File: config.mk
export PLATFORM = sky130hd
export DESIGN_NAME = modn_cascade_counter_flat
export DESIGN_NICKNAME = d
export VERILOG_FILES = /design/src/rtl/modn_cascade_counter_if.sv /design/src/rtl/modn_cascade_counter.sv /design/src/flat_wrapper.sv
export SDC_FILE = /design/constraint.sdc
export NUM_CORES = 1
export LEC_CHECK = 0
export CAP_MARGIN = 25
export CORE_MARGIN = 3
export CORE_UTILIZATION = 48
export DETAILED_ROUTE_END_ITERATION = 10
export PLACE_DENSITY_LB_ADDON = 0.1
export SLEW_MARGIN = 20
export SYNTH_ARGS = -nofsm -noshare
export SYNTH_HDL_FRONTEND = slang
export SYNTH_SLANG_ARGS = --single-unit
File: constraint.sdc
create_clock -name clk -period 1.9 [get_ports clk]
set_input_delay 0.38 -clock clk [delete_from_list [all_inputs] [get_ports clk]]
set_output_delay 0.38 -clock clk [all_outputs]
set_load 0.05 [all_outputs]
File: src/rtl/modn_cascade_counter_if.sv
// Control and data bundle for one modn_cascade_counter instance.
// The counter itself connects through the slave modport; the driver uses master.
interface modn_cascade_counter_if #(
  parameter int DIGITS = 2,
  parameter int WIDTH  = 4
);
  logic                      en;
  logic                      up;
  logic                      sat;
  logic                      load;
  logic [DIGITS*WIDTH-1:0]   din;
  logic [DIGITS*WIDTH-1:0]   q;
  logic                      co;
  logic                      wrap;
  logic                      load_err;

  modport master (output en, up, sat, load, din, input q, co, wrap, load_err);
  modport slave  (input en, up, sat, load, din, output q, co, wrap, load_err);
endinterface

File: src/rtl/modn_cascade_counter.sv
// Synchronous DIGITS-digit modulo-MOD up/down counter with load, saturate and
// a combinational cascade carry; every digit updates on the same clock edge.
module modn_cascade_counter #(
  parameter int DIGITS = 2,
  parameter int MOD    = 10,
  parameter int WIDTH  = 4
) (
  input  logic                  clk,
  input  logic                  clr,
  modn_cascade_counter_if.slave bus
);
  localparam logic [WIDTH-1:0] DMAX = WIDTH'(MOD - 1);

  typedef logic [DIGITS-1:0][WIDTH-1:0] digits_t;

  digits_t           q_q, q_d, din_v, din_ok, step_v;
  logic              wrap_q, wrap_d;
  logic              load_err_q, load_err_d;
  logic [DIGITS:0]   lo_max, lo_zero;
  logic [DIGITS-1:0] bad;
  logic              term;

  assign din_v = bus.din;

  // lo_max[i]/lo_zero[i]: every digit below i sits at MOD-1 / 0.
  always_comb begin
    lo_max     = '0;
    lo_zero    = '0;
    bad        = '0;
    din_ok     = '0;
    lo_max[0]  = 1'b1;
    lo_zero[0] = 1'b1;
    for (int i = 0; i < DIGITS; i++) begin
      lo_max[i+1]  = lo_max[i]  && (q_q[i] == DMAX);
      lo_zero[i+1] = lo_zero[i] && (q_q[i] == '0);
      bad[i]       = din_v[i] > DMAX;
      din_ok[i]    = bad[i] ? '0 : din_v[i];
    end
  end

  for (genvar i = 0; i < DIGITS; i++) begin : g_dig
    always_comb begin
      step_v[i] = q_q[i];
      if (bus.up) begin
        if (lo_max[i])
          step_v[i] = (q_q[i] == DMAX) ? '0 : q_q[i] + WIDTH'(1);
      end else begin
        if (lo_zero[i])
          step_v[i] = (q_q[i] == '0) ? DMAX : q_q[i] - WIDTH'(1);
      end
    end
  end

  assign term = bus.up ? lo_max[DIGITS] : lo_zero[DIGITS];

  always_comb begin
    q_d        = q_q;
    wrap_d     = 1'b0;
    load_err_d = 1'b0;
    if (bus.load) begin
      q_d        = din_ok;
      load_err_d = |bad;
    end else if (bus.en && !(term && bus.sat)) begin
      // At the terminal value the per-digit rule already rolls every digit.
      q_d    = step_v;
      wrap_d = term;
    end
  end

  always_ff @(posedge clk) begin
    if (!clr) begin
      q_q        <= '0;
      wrap_q     <= 1'b0;
      load_err_q <= 1'b0;
    end else begin
      q_q        <= q_d;
      wrap_q     <= wrap_d;
      load_err_q <= load_err_d;
    end
  end

  assign bus.q        = q_q;
  assign bus.wrap     = wrap_q;
  assign bus.load_err = load_err_q;
  assign bus.co       = bus.en & clr & ~bus.load & term;
endmodule

File: src/flat_wrapper.sv
// flat-port wrapper written by rule: the top's interface ports become plain ports
module modn_cascade_counter_flat 
#(
  parameter int DIGITS = 2,
  parameter int MOD    = 10,
  parameter int WIDTH  = 4
)
  (clk, clr, bus_en, bus_up, bus_sat, bus_load, bus_din, bus_q, bus_co, bus_wrap, bus_load_err);
  modn_cascade_counter_if #(.DIGITS(DIGITS), .WIDTH(WIDTH)) bus_i ();
  input  logic clk;
  input  logic clr;
  input wire logic [$bits(bus_i.en)-1:0] bus_en;
  input wire logic [$bits(bus_i.up)-1:0] bus_up;
  input wire logic [$bits(bus_i.sat)-1:0] bus_sat;
  input wire logic [$bits(bus_i.load)-1:0] bus_load;
  input wire logic [$bits(bus_i.din)-1:0] bus_din;
  output wire logic [$bits(bus_i.q)-1:0] bus_q;
  output wire logic [$bits(bus_i.co)-1:0] bus_co;
  output wire logic [$bits(bus_i.wrap)-1:0] bus_wrap;
  output wire logic [$bits(bus_i.load_err)-1:0] bus_load_err;
  assign bus_i.en = bus_en;
  assign bus_i.up = bus_up;
  assign bus_i.sat = bus_sat;
  assign bus_i.load = bus_load;
  assign bus_i.din = bus_din;
  assign bus_q = bus_i.q;
  assign bus_co = bus_i.co;
  assign bus_wrap = bus_i.wrap;
  assign bus_load_err = bus_i.load_err;
  modn_cascade_counter #(.DIGITS(DIGITS), .MOD(MOD), .WIDTH(WIDTH)) u_core (.clk(clk), .clr(clr), .bus(bus_i));
endmodule
Yosys cells after proc, flatten, opt, wreduce, memory -nomap -nowiden
Index checks and enable logic that the tools add are counted.
{ "word_totals": {"inputBits": 14, "reg_bits": 10, "output_inout_bits": 11} }
{ "op_classes": {"n_addsub": 4, "mux": 13, "n_reduce_logical": 13, "eq_ne": 3, "n_bitwise": 6, "n_lt_le_gt_ge": 2} }
{ "op_table": {"columns": ["op", "n"], "rows": [
  ["two-way mux 4 bit", 10],
  ["two-way mux 8 bit", 2],
  ["adder 4 x 1 -> 4 bit, second input constant", 2],
  ["equality test 4 bit, second input constant", 2],
  ["greater-than comparator 4 bit, second input constant", 2],
  ["zero test 4 bit", 2],
  ["subtractor 4 x 1 -> 4 bit, second input constant", 2],
  ["logical AND 1 bit", 4],
  ["bitwise AND 1 bit", 3],
  ["!= test 3 x 1 -> 1 bit, second input constant", 1],
  ["NOT 1 bit", 3],
  ["AND reduction 3 bit", 1],
  ["nonzero test 3 bit", 1],
  ["OR reduction 3 bit", 1],
  ["AND reduction 2 bit", 1],
  ["nonzero test 2 bit", 1],
  ["OR reduction 2 bit", 1],
  ["zero test 1 bit", 1],
  ["two-way mux 1 bit", 1]
]} }

Logic depth before layout (Yosys ltp)
{ "depth": {"word_depth": 8, "mapped_depth": 7, "mapped_depth_nobuf": 5} }

Least setup slack after synthesis
No wires, ideal clock.
{ "synth_path": {"path_type": "flip-flop to output port", "start": "register u_core.q_q, in the netlist u_core.bus.q[1]", "end": "output port bus_co", "t_arrival_ns": 1.918, "t_required_ns": 1.520, "setup_slack_ns": -0.398, "n_path_buf": 1, "stages_incl_launch_ff": 5, "path_cell_list": "dfxtp_1 buf_6 or4_4 nor3_4 o211a_1"} }
{ "synth_via": {"elab_chain_cells": 4, "word_cells_on_any_way": 6, "cone_classes": "1 x eq/ne; 1 x mux; 1 x bitwise; 3 x reduce/logical"} }
{ "synth_lines": {"columns": ["element", "line_no", "source"], "rows": [
  ["from (decl)", "modn_cascade_counter.sv:16", "digits_t q_q, q_d, din_v, din_ok, step_v;"],
  ["from (signal assigned)", "modn_cascade_counter.sv:76", "q_q <= q_d;"],
  ["equality test 4 bit or zero test 4 bit (tied branches)", "modn_cascade_counter.sv:34, modn_cascade_counter.sv:35", null],
  ["logical AND 1 bit, on equally long branches", "modn_cascade_counter.sv:34, modn_cascade_counter.sv:35", null],
  ["two-way mux 1 bit (*)", "modn_cascade_counter.sv:54", "assign term = bus.up ? lo_max[DIGITS] : lo_zero[DIGITS];"],
  ["bitwise AND 1 bit (*)", "modn_cascade_counter.sv:85", "assign bus.co = bus.en & clr & ~bus.load & term;"],
  ["to (decl)", "flat_wrapper.sv:18", "output wire logic [$bits(bus_i.co)-1:0] bus_co;"]
]} }
Every way passes the cells marked *; elsewhere a longest branch is shown, timed or not.

Final worst setup path
Ends and elaborated chain as after synthesis.

==> results.ini <==
[power]
total_power_w = 0.000859
p_leak_nw = 0.603
power_frac_comb = 0.489
p_seq_frac = 0.287
internal_power_w = 0.000528
vdd_ir_drop_max_uv = 449
share_clk_of_total_power = 0.224
p_sw_frac = 0.385
power-per-cell-area_nw_per_um2 = 593
net-switching-power_w = 0.000331

[sta]
fin_worst_skew_ps = 8.83
timing.slew.headroom = 0.664
finalSetupViolCount = 1
whs_ps = 602
fmax_mhz = 479
final-max-slew-violation-count = 0
layout_worst_path_cycle_share = 1.10
rsz0062_at_grt = true
worst-slew-pin-transition_ps = 502
worst_slack_ps = -188
fin_crit_period_ps = 2090
final_hold_viol_count = 0
finalSetupTns_ps = -188

[critical_path]
start_kind = flip-flop
timing.critical_path.required_ps = 1520
timing.critical_path.fanout_max = 2
rr_worst_depth = 6
crit_type = reg -> out
critPathCaptureType = output pin
critPathArrivalTime_ps = 1710

[global_routing]
grt_first_pass_wirelength_microns = 4890
first_global_vias = 1033
grt_max_degree = 16
antenna_found_initial = 0
globalRoute.totalOverflow = 0
grt_usage = 0.240

[cells_and_area]
layout.cells.most_common_list = buf_4 (33), clkdlybuf4s50_1 (14), o21ai_0 (11)
final_net_count = 183
syn_to_final_growth_pct = 45.7
layout_cells_sized_above_1 = 0.351
n_antenna_cell = 0
final_common_cell = buf_4
instances_no_fill = 193

[place]
buffers_added_on_ports = 24
dp_worst_setup_slack_ps = -364
post_dp_hpwl_microns = 2200
place_inst = 184
place_congestion = 0.915

[drt]
drt-initial-drc-count = 78
post-route-drc-count = 0
route.detailed.vias_per_inst = 6.06
via_count = 1169
drt_pass1_iterations = 5
wl_microns = 3020
route.detailed.wl_per_inst_microns = 15.7
ant_nets = 0

[clocking]
cts-root-to-sink-buffers = 2
clk_root_buffer_cell = clkbuf_4
clk-insertion-delay-late_ps = 270
cts_tree = built
cts-buffers-inserted = 3
postCtsHoldBufs = 0
clock_sink_total = 10
cts.clk_slew.worst_paths_ps = 70
cts.htree.levels = 1

[synth]
syn_nets = 138
avg_cell_area_syn_sq_um = 8.02
async_flop_share = 0
synth_sequential_area_ratio = 0.201
synth_cell_type_count = 46
synthesis.area_sq_um = 995
ys_ff_latch = 10
synth_top_flop_cell = dfxtp_1
synth_enable_flop_cells = 0
yosysWarnings = 0
synthCells = 124

[hold_path]
worstHoldPathCells = 2
hold_path.class = reg -> reg

[job]
max-cap-violations = 0

[floorplanning]
rows = 15
placeableCoreArea_sq_um = 1840
initial_utilization = 0.541
fp.dieArea_sq_um = 2650
fp.dieW_microns = 51.5
fp.dieH_microns = 51.5
top_level_ports = 25

[run_status]
run_status = finished with violations
violations = negative setup slack

==> worst max-delay path, stage by stage (launching register included) <==
cell	delay, ps
dfxtp_4	340
or4_4	550
nor3_4	220
o211a_4	200
buf_12	130
==> cell type report <==
type	instances	area (sq um)
timing repair buffer	51	448
clock buffer	4	36.3
tap	25	31.3
inverter	7	26.3
multi-input combinational	96	688
sequential	10	219
fill	150	390
==> sequential cells by signal (all words and copies together), names as in the netlist <==
register and count:
u_core.bus.q 8, u_core.bus.load_err 1, u_core.bus.wrap 1
==> cells by family (layout without fill, tap and decap cells) <==
| logic type | count (synthesis) | in the layout | share of synthesized area |
|---|---|---|---|
| compound gates | 44 | 44 | 0.308 |
| xor+xnor | 3 | 3 | 0.0264 |
| buf+inv | 18 | 62 | 0.141 |
| flops | 10 | 10 | 0.201 |
| mux | 2 | 2 | 0.0201 |
| simple gates | 47 | 47 | 0.303 |
==> cells in the mapped netlist (2+ instances only) <==
cell type / number / area share
a211oi_1: 3 / 0.023
a21oi_1: 4 / 0.020
a221o_1: 2 / 0.020
a311oi_1: 2 / 0.018
a31oi_1: 3 / 0.019
and3_1: 3 / 0.019
buf_6: 7 / 0.079
clkbuf_1: 2 / 0.0075
dfxtp_1: 10 / 0.20
inv_1: 5 / 0.019
inv_2: 2 / 0.0075
mux2i_1: 2 / 0.020
nand2_1: 7 / 0.026
nand3_1: 3 / 0.015
nand3b_1: 2 / 0.015
nor2_1: 9 / 0.034
nor2b_1: 4 / 0.025
nor3_1: 5 / 0.025
o2111ai_1: 3 / 0.026
o211a_1: 2 / 0.020
o211ai_1: 2 / 0.015
o21ai_0: 12 / 0.060
o21ai_1: 3 / 0.015
o22ai_1: 2 / 0.013
or4_4: 2 / 0.023
xnor2_1: 3 / 0.026
==> per-layer routing <==
metal,GRT usage,part of all wire,vias to the layer above
met5,0,0,-
met4,0.0480,0.018,0
met3,0.0544,0.093,8
met2,0.383,0.46,67
met1,0.330,0.43,535
li1,-,-,559
==> power groups by stage <==
| stage | Sequential, W | Combinational (W) | Clock, W |
|---|---|---|---|
| 2_1_floorplan | 0.000314 | 0.000203 | 0 |
| 3_3_place_gp | 0.000256 | 0.000371 | 0 |
| 3_5_place_dp | 0.000257 | 0.000379 | 0 |
| 4_1_cts | 0.000249 | 0.000390 | 0.000198 |
| 5_1_grt | 0.000249 | 0.000449 | 0.000209 |
| 6_report | 0.000247 | 0.000420 | 0.000193 |
==> timing repair <==
action / 4_1_cts / 5_1_grt
buffers inserted: 2 / 4
setup endpoints to repair: 8 / 7
pin swaps: 4 / 5
resized for setup: 2 / 5
==> per-stage QoR <==
step,instance area [sq um],utilization
finish,1450,0.788
global route,1450,0.788
CTS,1400,0.759
detailed placement,1340,0.731
global placement,1340,0.731
floorplan,1020,-
==> worst paths after layout <==
check	start	endpoint	slack (ps)
min reg2reg	u_core.bus.q[4]	u_core.bus.q[4]	600
max	u_core.bus.q[1]	bus_co	-190
min	u_core.bus.q[4]	u_core.bus.q[4]	600
max reg2reg	u_core.bus.q[1]	u_core.bus.q[7]	60
Power figures use the tool's default switching activity.
